===== src/rtl/serial_adder.sv =====
// serial_adder: bit-serial ripple adder computing a+b+cin one bit per clock,
// with a valid/ready handshake on both the operand and the result side.
module serial_adder #(
  parameter int unsigned WIDTH = 8
) (
  input  logic             clk,
  input  logic             rst,
  input  logic             in_valid,
  output logic             in_ready,
  input  logic [WIDTH-1:0] a,
  input  logic [WIDTH-1:0] b,
  input  logic             cin,
  output logic             out_valid,
  input  logic             out_ready,
  output logic [WIDTH-1:0] sum,
  output logic             cout,
  output logic             busy
);

  localparam int unsigned      CNT_W    = (WIDTH > 1) ? $clog2(WIDTH) : 1;
  localparam logic [CNT_W-1:0] LAST_BIT = CNT_W'(WIDTH - 1);

  typedef enum logic [1:0] {
    ST_IDLE = 2'd0,
    ST_RUN  = 2'd1,
    ST_DONE = 2'd2
  } state_e;

  state_e             state_q, state_d;
  logic [WIDTH-1:0]   a_q, a_d;
  logic [WIDTH-1:0]   b_q, b_d;
  logic [WIDTH-1:0]   res_q, res_d;
  logic               carry_q, carry_d;
  logic [CNT_W-1:0]   cnt_q, cnt_d;
  logic               sum_bit;
  logic               carry_nxt;

  // State register; reset abandons any operation in flight.
  always_ff @(posedge clk or posedge rst) begin
    if (rst) begin
      state_q <= ST_IDLE;
    end else begin
      state_q <= state_d;
    end
  end

  // Next-state: load on operand handshake, finish after the MSB, release on result handshake.
  always_comb begin
    state_d = state_q;
    case (state_q)
      ST_IDLE: if (in_valid)          state_d = ST_RUN;
      ST_RUN:  if (cnt_q == LAST_BIT) state_d = ST_DONE;
      ST_DONE: if (out_ready)         state_d = ST_IDLE;
      default:                        state_d = ST_IDLE;
    endcase
  end

  // Handshake and status outputs decoded from the state register.
  always_comb begin
    in_ready  = 1'b0;
    out_valid = 1'b0;
    busy      = 1'b0;
    case (state_q)
      ST_IDLE: in_ready  = 1'b1;
      ST_RUN:  busy      = 1'b1;
      ST_DONE: out_valid = 1'b1;
      default: ;
    endcase
  end

  // Datapath next values: capture operands, then one full-adder bit per RUN cycle.
  always_comb begin
    a_d       = a_q;
    b_d       = b_q;
    res_d     = res_q;
    carry_d   = carry_q;
    cnt_d     = cnt_q;
    sum_bit   = a_q[0] ^ b_q[0] ^ carry_q;
    carry_nxt = (a_q[0] & b_q[0]) | (a_q[0] & carry_q) | (b_q[0] & carry_q);
    case (state_q)
      ST_IDLE: begin
        if (in_valid) begin
          a_d     = a;
          b_d     = b;
          carry_d = cin;
          cnt_d   = '0;
          res_d   = '0;
        end
      end
      ST_RUN: begin
        a_d     = a_q >> 1;
        b_d     = b_q >> 1;
        res_d   = {sum_bit, res_q[WIDTH-1:1]};
        carry_d = carry_nxt;
        cnt_d   = cnt_q + CNT_W'(1);
      end
      default: ;
    endcase
  end

  // Datapath registers; result and carry hold their last values outside RUN.
  always_ff @(posedge clk or posedge rst) begin
    if (rst) begin
      a_q     <= '0;
      b_q     <= '0;
      res_q   <= '0;
      carry_q <= 1'b0;
      cnt_q   <= '0;
    end else begin
      a_q     <= a_d;
      b_q     <= b_d;
      res_q   <= res_d;
      carry_q <= carry_d;
      cnt_q   <= cnt_d;
    end
  end

  // After the last bit the result register holds the sum and the carry register the carry-out.
  assign sum  = res_q;
  assign cout = carry_q;

endmodule


===== config.mk =====
export PLATFORM = sky130hd
export DESIGN_NAME = serial_adder
export DESIGN_NICKNAME = d
export VERILOG_FILES = /design/src/rtl/serial_adder.sv
export SDC_FILE = /design/constraint.sdc
export NUM_CORES = 1
export LEC_CHECK = 0
export BUFFER_PORTS_ARGS = -buffer_cell sky130_fd_sc_hd__buf_2
export CAP_MARGIN = 10
export CORE_UTILIZATION = 40
export CTS_CLUSTER_DIAMETER = 100
export DETAILED_ROUTE_END_ITERATION = 10
export GPL_TIMING_DRIVEN = 0
export PLACE_DENSITY_LB_ADDON = 0.15
export SLEW_MARGIN = 10
export SYNTH_ARGS = -nofsm -noshare
export SYNTH_HDL_FRONTEND = slang
export SYNTH_SLANG_ARGS = --single-unit

===== constraint.sdc =====
create_clock -name clk -period 1.2 [get_ports clk]
set_input_delay 0.18 -clock clk [delete_from_list [all_inputs] [get_ports clk]]
set_output_delay 0.18 -clock clk [all_outputs]
set_load 0.005 [all_outputs]

* Word level (Yosys, flattened, before mapping)
Index checks and enable logic that the tools add are counted.
** Operators by class
- Reductions and logical operators :: 4
- Multiplexer cells :: 17
- Eq/ne operators :: 6
- Bitwise operators :: 7
- $add $sub $neg :: 1
** Operator list (number)
- 8-bit one-hot mux with 2 select lines :: 3
- 8-bit 2-to-1 mux :: 3
- 2-bit 2-to-1 mux :: 3
- 2-bit != test, second input constant :: 3
- 2-bit one-hot mux with 3 select lines :: 1
- 3-bit one-hot mux with 2 select lines :: 1
- 1-bit 2-to-1 mux :: 4
- 3-bit by 1-bit adder with 3-bit output, second input constant :: 1
- 1-bit bitwise AND :: 3
- 3-bit == test, second input constant :: 1
- 3-bit 2-to-1 mux :: 1
- 3-bit AND reduction :: 1
- 2-bit by 1-bit == test with 1-bit output, second input constant :: 1
- 2-bit == test, second input constant :: 1
- 2-bit zero test :: 1
- 1-bit bitwise OR :: 2
- 1-bit one-hot mux with 2 select lines :: 1
- 2-bit AND reduction :: 1
- 2-bit nonzero test :: 1
- 1-bit XOR :: 2
** Storage, ports and cells
- Word-level logic and storage cells :: 41
- Bits in registers :: 30
- Input port bits :: 21

* Logic depth before layout (Yosys ltp)
Gate-level depths: netlist (run 1).
- Word-level depth :: 4
- Depth in mapped cells :: 5
- Depth with buffers taken out :: 4

* Worst setup path before layout (run 1)
Ideal clock, no wire load.
- Path type :: register to register
- Start :: reg carry_q, in the netlist cout
- End :: reg carry_q, in the netlist cout
- Arrival :: 1086 ps
- Required time :: 1089 ps
- Library setup time :: 111 ps
- Stages on the path, launching flop included :: 4
- Slack :: 2 ps
- Cells stage by stage :: dfrtp_1 -> inv_1 -> fa_1 -> a222oi_1
** Between the ends
- Longest elaborated chain between the ends :: 4
- Elaborated cells between the ends (all ways) :: 5
- Those cells by class :: mux: 1; bitwise: 4
** RTL lines
- start: declaration :: line 33 : logic carry_q, carry_d;
- start signal: assignment :: line 113 : carry_q <= carry_d;
- 1-bit bitwise AND :: line 79 : carry_nxt = (a_q[0] & b_q[0]) | (a_q[0] & carry_q) | (b_q[0] & carry_q);
- 1-bit bitwise OR :: line 79
- 1-bit bitwise OR (*) :: line 79
- 1-bit one-hot mux with 2 select lines (*) :: line 80 : case (state_q)
Every way passes the cells marked *; elsewhere a longest branch is shown, timed or not.
A chain may end at the register's enable or synchronous reset.

* Final worst setup path (run 1)
- Start :: reg state_q[1]
- End :: out out_valid
** Between the ends
- Longest elaborated chain between the ends :: 2
** RTL lines
- start: declaration :: line 29 : state_e state_q, state_d;
- start signal: assignment :: line 43 : state_q <= state_d;
- 2-bit == test :: line 63 : case (state_q)
- 1-bit 2-to-1 mux :: line 63
- end: declaration :: line 13 : output logic out_valid,
Every way passes these cells.

==> results by group, run 1 <==
Pwr
  – Net switching power: 1960 µW
  – Internal power: approximately 3200 µW
  – Clk network pwr share: 0.112
  – Reg power frac: 0.351
  – Max VDD drop: between 1000 and 1500 µV
  – Sw Ratio: 0.379
  – Leakage power: just over 0.001 µW
  – Power Dens Cells: roughly 2400 nW/µm²
  – Comb power frac: 0.537

STA
  – Clock skew: between 0.007 and 0.008 ns
  – Final setup violation count: 29
  – Unrepaired setup endpoints after global routing: true
  – Slew Limit Fails: 0
  – Final Hold Fails: 30
  – Max Freq: ~700 MHz
  – Slew @ Worst Pin: approximately 1.1 ns
  – Period utilization: 1.20
  – Fin crit period: between 1 and 1.5 ns
  – Rel. slew slack: 0.273
  – Final hold slack: -0.0409 ns
  – Setup TNS: -3.87 ns
  – Setup WS post-layout: -0.236 ns

Placement
  – DP HPWL: around 2200 µm
  – Routability-driven placement congestion ratio: approximately 0.73
  – Placed Cells incl. Taps: between 200 and 250
  – Buffers on Ports: 32
  – Dpl ws: -0.144 ns

Cells and area
  – Antenna diode count: 0
  – Layout cells sized above 1: 0.565
  – Nets: around 220
  – Area Growth Syn to Fin: 51.3%
  – Core Util, Final: 0.638
  – Fin cells: between 200 and 250

Clocking
  – Hold buffers post-CTS: 0
  – Clock-pin slew on the worst setup and hold paths: ~0.10 ns
  – Clock sinks: 30
  – Longest Clk Path Bufs: 2
  – Root buffer cell: clkbuf_4
  – TritonCTS clock tree: yes
  – Clock Latency Late Sink: 0.34 ns
  – H-tree levels: 2
  – Number of buffers created by CTS: 5

Critical path
  – R2R setup slack: -0.21 ns
  – R2r startpoint: state_q[1]
  – CP arrival: 1.26 ns
  – FF-to-FF path depth: 6
  – Startpoint Class: register
  – CP Max Fanout: 4
  – Setup Crit Path Kind: register to output port
  – Critical Path End Type: output port
  – Reg2reg end: sum[3]
  – Worst EP required: between 1 and 1.5 ns

Outcome
  – Outcome: finished with violations
  – Failing checks: negative hold slack, negative setup slack

Floorplanning
  – Die height: between 60 and 70 µm
  – Die Width: between 60 and 70 µm
  – Starting Density: 0.422
  – Die Footprint: 3810 µm²
  – Row cnt: 21
  – Core Region: ~3400 µm²
  – # IOs: 33

Synthesis
  – Top FF cell, synth: dfrtp_1
  – Syn Inst Count: between 100 and 150
  – Area of the mapped netlist: roughly 1400 µm²
  – Synthesized Nets: between 150 and 200
  – Ys async rst share: 1.00
  – Post-synth EDFFs: 0
  – Syn Area/Cell: ~11 µm²
  – Synth area leaders: dfrtp_1 53%, a22o_1 6.1%, a221o_1 4.9%, nand2b_1 3.5%, nor2b_1 3.1%
  – Yosys top cell by area: dfrtp_1
  – FF+latch count, synth: 30
  – Sequential area share after synthesis: 0.525
  – Post-synth cell types: 27
  – Synthesis warning total: 0
  – Share of Yosys cell area claimed by the top area cell type: 0.525

Route
  – Vias: between 1000 and 1500
  – Wire per inst: 16.1 µm
  – Remaining DRCs: 0
  – Drt first-iter violations: 78
  – Wirelength, routed: approximately 3800 µm
  – DR pass1 iterations: 4
  – Vias per inst: ~5.3
  – Post-route ant nets: 0

Flow run
  – Max-Cap Viols: 0

Worst hold path
  – Hold WC Path Type: input port to async pin

Global route
  – Global-route wire length before repair: approximately 5500 µm
  – Initial antenna violation count: 0
  – GR Overflow Total: 0
  – Gr usage total: 0.206
  – Largest net degree at the start of global routing: 31
  – Vias in the first global route: between 1000 and 1500
## how the worst max path moves through the flow
| stage | cells past startpoint | endpoint | start | slack, ns |
|---|---|---|---|---|
| 2_1_floorplan | 3 | cout | cout | 0.002 |
| 3_3_place_gp | 4 | b_q[5] | state_q[1] | -0.11 |
| 3_5_place_dp | 4 | b_q[5] | state_q[1] | -0.14 |
| 4_1_cts | 4 | out_valid | state_q[1] | -0.21 |
| 5_1_grt | 4 | out_valid | state_q[1] | -0.28 |
| 6_report | 4 | out_valid | state_q[1] | -0.24 |
## worst max-delay path, cell delays in order, from the launching register on
cell     delay (ns)
dfrtp_1        0.41
buf_6          0.14
buf_8          0.13
nor2b_4        0.12
buf_2          0.12
## Yosys cell counts (all sizes together), types with 4 or more instances
cell type and instances:
dfrtp 30, o21ai 11, a22o 10, inv 10
nand2 10, nand2b 9, a221o 7, nor2b 7
buf 6, a21oi 4, a221oi 4, nor3 4
## metal layers
metal  wire length (µm)  vias up  GRT usage
met1               1670      623      0.277
met3                133        4     0.0621
met5                  0        -          0
li1                   -      597          -
met4                 33        0     0.0603
met2               1970       29      0.324
## through the flow
| step | area [µm²] | hold WS (ns) | total power [µW] |
|---|---|---|---|
| CTS | 1950 | 0.0773 | 4670 |
| finish | 2160 | -0.0409 | 5150 |
| detailed placement | 1650 | 0.445 | 3460 |
| floorplan | 1430 | 0.271 | 2920 |
| global route | 2160 | 0.0191 | 5480 |
| global placement | 1650 | 0.428 | 3370 |
## cells in the final DEF (no fill, tap or decap), drive strengths merged
| cell type | n |
|---|---|
| a221oi | 4 |
| a221o | 7 |
| or2b | 1 |
| a21oi | 4 |
| o21bai | 1 |
| buf | 61 |
| a32o | 1 |
| nand2 | 10 |
| a222oi | 1 |
| nand2b | 9 |
| dfrtp | 30 |
| nor2 | 3 |
| o22a | 3 |
| nor3 | 4 |
| a22o | 10 |
| inv | 9 |
| nor3b | 3 |
| fa | 1 |
| o21ai | 11 |
| clkbuf | 6 |
| clkinv | 3 |
| nor2b | 7 |
| ha | 2 |
## flip-flops by register name, summed over array words and instances (netlist names)
| name | cells |
|---|---|
| a_q | 8 |
| b_q | 8 |
| state_q | 2 |
| cout | 1 |
| cnt_q | 3 |
| sum | 8 |
## power groups by stage
| stage | registers [µW] | clock network (µW) | logic (µW) |
|---|---|---|---|
| 5_1_grt | 1860 | 615 | 3010 |
| 2_1_floorplan | 1710 | 0 | 1210 |
| 3_3_place_gp | 1740 | 0 | 1630 |
| 6_report | 1810 | 579 | 2770 |
| 4_1_cts | 1760 | 580 | 2330 |
| 3_5_place_dp | 1760 | 0 | 1700 |
## kinds of logic (layout without fill, tap and decap cells)
| group | count (synthesis) | in the layout | synth area share |
|---|---|---|---|
| simple gates | 37 | 37 | 0.147 |
| fa+ha+maj | 3 | 3 | 0.0315 |
| buf+inv | 17 | 79 | 0.0630 |
| compound gates | 42 | 42 | 0.233 |
| flops | 30 | 30 | 0.525 |
## cell type report
type	count	area [µm²]
tap	46	57.6
multi-input combinational	82	766
clock inverter	2	10.0
buffer	7	80.1
clock buffer	5	37.5
inverter	10	40.0
sequential	30	752
timing repair buffer	55	419
fill	271	1230
## what timing repair did
action                                  CTS  global route
pin swaps                                 7             9
endpoints found under the setup margin   30            33
gates resized for setup                  35            34
endpoints found under the hold margin     0             0
buffers inserted                         14             9
cloned                                    1             1
Note: power is estimated with default switching activity, not from simulation.
==> run 2, diff against run 1 <==
--- a/config.mk
+++ b/config.mk
@@ -7,6 +7,7 @@
 export LEC_CHECK = 0
 export BUFFER_PORTS_ARGS = -buffer_cell sky130_fd_sc_hd__buf_2
 export CAP_MARGIN = 10
+export CORE_ASPECT_RATIO = 1.1
 export CORE_UTILIZATION = 40
 export CTS_CLUSTER_DIAMETER = 100
 export DETAILED_ROUTE_END_ITERATION = 10
==> run 2 against run 1 <==
- the run still ends with negative hold slack, negative setup slack left
- global-route usage shrank 0.15 points
- clock-buffer cell count increased by 1
- utilization decreased by 3.1 points
- sequential power is 3% lower
==> results by group, run 2 (same netlist as run 1, synthesis figures left out) <==
STA
  – Clock skew: roughly 0.008 ns
  – Setup WS post-layout: -0.245 ns
  – Unrepaired setup endpoints after global routing: true
  – Setup TNS: -3.10 ns
  – Period utilization: 1.20
  – Final hold slack: -0.0416 ns
  – Slew @ Worst Pin: about 1.1 ns
  – Final Hold Fails: 30
  – Slew Limit Fails: 0
  – Final setup violation count: 28
  – Max Freq: 692 MHz
  – Fin crit period: between 1 and 1.5 ns
  – Rel. slew slack: 0.277

Cells and area
  – Most frequent cells in the layout: 32 x buf_2, 29 x dfrtp_1, 16 x buf_4, 11 x buf_6, 10 x a22o_1
  – Area Growth Syn to Fin: 43.9%
  – Nets: ~210
  – Antenna diode count: 0
  – Design area: ~2000 µm²
  – Layout cells sized above 1: 0.474
  – Commonest non-fill, non-tap cell in the layout: buf_2
  – Core Util, Final: 0.607
  – Fin cells: approximately 240
  – Fillers: 297

Floorplanning
  – # IOs: 33
  – Core Region: around 3400 µm²
  – Die Width: 59.0 µm
  – Row cnt: 22
  – Die Footprint: 3820 µm²
  – Die height: between 60 and 70 µm
  – Starting Density: 0.422

Route
  – Vias: ~1200
  – Remaining DRCs: 0
  – Vias per inst: 5.24
  – Wire per inst: about 14 µm
  – Post-route ant nets: 0
  – Drt first-iter violations: 40
  – Wirelength, routed: roughly 3400 µm
  – DR pass1 iterations: 4

Flow run
  – Max-Cap Viols: 0

Outcome
  – Outcome: finished with violations
  – Failing checks: negative hold slack, negative setup slack

Global route
  – Gr usage total: 0.205
  – Global-route wire length before repair: between 5000 and 6000 µm
  – GR Overflow Total: 0
  – Largest net degree at the start of global routing: 31
  – Vias in the first global route: around 1200
  – Initial antenna violation count: 0

Placement
  – DP HPWL: around 2100 µm
  – Placed Cells incl. Taps: approximately 210
  – Buffers on Ports: 32
  – Routability-driven placement congestion ratio: just under 0.8
  – DP Area: between 1500 and 2000 µm²

Critical path
  – CP arrival: roughly 1.3 ns
  – Startpoint Class: register
  – CP endpoint: busy
  – CP Max Fanout: 2
  – FF-to-FF path depth: 5
  – R2R setup slack: -0.19 ns
  – Reg2reg end: cout
  – Crit path launch: state_q[1]
  – Critical Path End Type: output port
  – Setup Crit Path Kind: register to output port
  – Worst EP required: approximately 1.0 ns
  – R2r startpoint: state_q[1]

Clocking
  – Longest Clk Path Bufs: 2
  – H-tree levels: 2
  – TritonCTS clock tree: yes
  – Clock-pin slew on the worst setup and hold paths: ~0.1 ns
  – Root buffer cell: clkbuf_4
  – Clock sinks: 30
  – Hold buffers post-CTS: 0
  – Number of buffers created by CTS: 5
  – Clock Latency Late Sink: approximately 0.34 ns

Pwr
  – Leakage power: around 0.0010 µW
  – Max VDD drop: between 1000 and 1500 µV
  – Total power: 5240 µW
  – Power Dens Cells: between 2000 and 3000 nW/µm²

Worst hold path
  – Hold WC Path Type: input port to async pin
## run 2: cell count changes in the layout (fill, tap and decap cells not counted), moves of 3 or more
cell     before  now
buf_4        11   16
nand2_1       1    5
nand2_2       8    5
nor3_1        0    4
nor3_2        3    0
o21ai_1       5    9
o21ai_2       6    2
## run 2: worst min-delay path by stage
stage | depth (start not counted) | endpoint | from | slack (ns)
3_3_place_gp | 3 | a_q[7] | a[7] | 0.44
6_report | 2 | b_q[5] | rst | -0.04
2_1_floorplan | 1 | a_q[0] | rst | 0.27
5_1_grt | 2 | b_q[5] | rst | 0.005
4_1_cts | 3 | a_q[7] | a[7] | 0.07
3_5_place_dp | 2 | b_q[7] | b[7] | 0.44
## run 2: timing repair
action,4_1_cts,5_1_grt
cloned,1,0
gates resized for setup,27,15
setup buffers,13,8
pin swaps,6,7
endpoints found under the setup margin,30,33
## run 2: area by class of cell
class                           count  area, µm²  share of cell area
Buffer                              6       65.1              0.0316
Clock buffer                        6       51.3              0.0250
Clock inverter                      2       60.1              0.0292
Inverter                           10       40.0              0.0195
Multi-Input combinational cell     82        673               0.327
Sequential cell                    30        752               0.366
Tap cell                           48       60.1              0.0292
Timing Repair Buffer               54        354               0.172
## run 2: per-stage QoR
stage | hold WS, ns | worst slack (ns)
global route | 0.00491 | -0.294
floorplan | 0.271 | 0.00244
global placement | 0.435 | -0.136
detailed placement | 0.443 | -0.138
finish | -0.0416 | -0.245
CTS | 0.0667 | -0.220
## run 2: power by group
part	total [µW]	internal (µW)	switching, µW
logic	2420	1310	1110
clock network	1070	706	367
registers	1750	1450	298
total	5240	3470	1770
## run 2: critical path, stage by stage (launching register included)
cell and delay, ns:
dfrtp_1 0.41, buf_4 0.14, nand2b_4 0.15, inv_4 0.06, buf_6 0.09, buf_6 0.08
## run 2: metal layers
| metal | part of all wire | global-route usage |
|---|---|---|
| met4 | 0.029 | 0.0893 |
| met3 | 0.046 | 0.0579 |
| met2 | 0.50 | 0.320 |
| met5 | 0 | 0 |
| met1 | 0.43 | 0.262 |
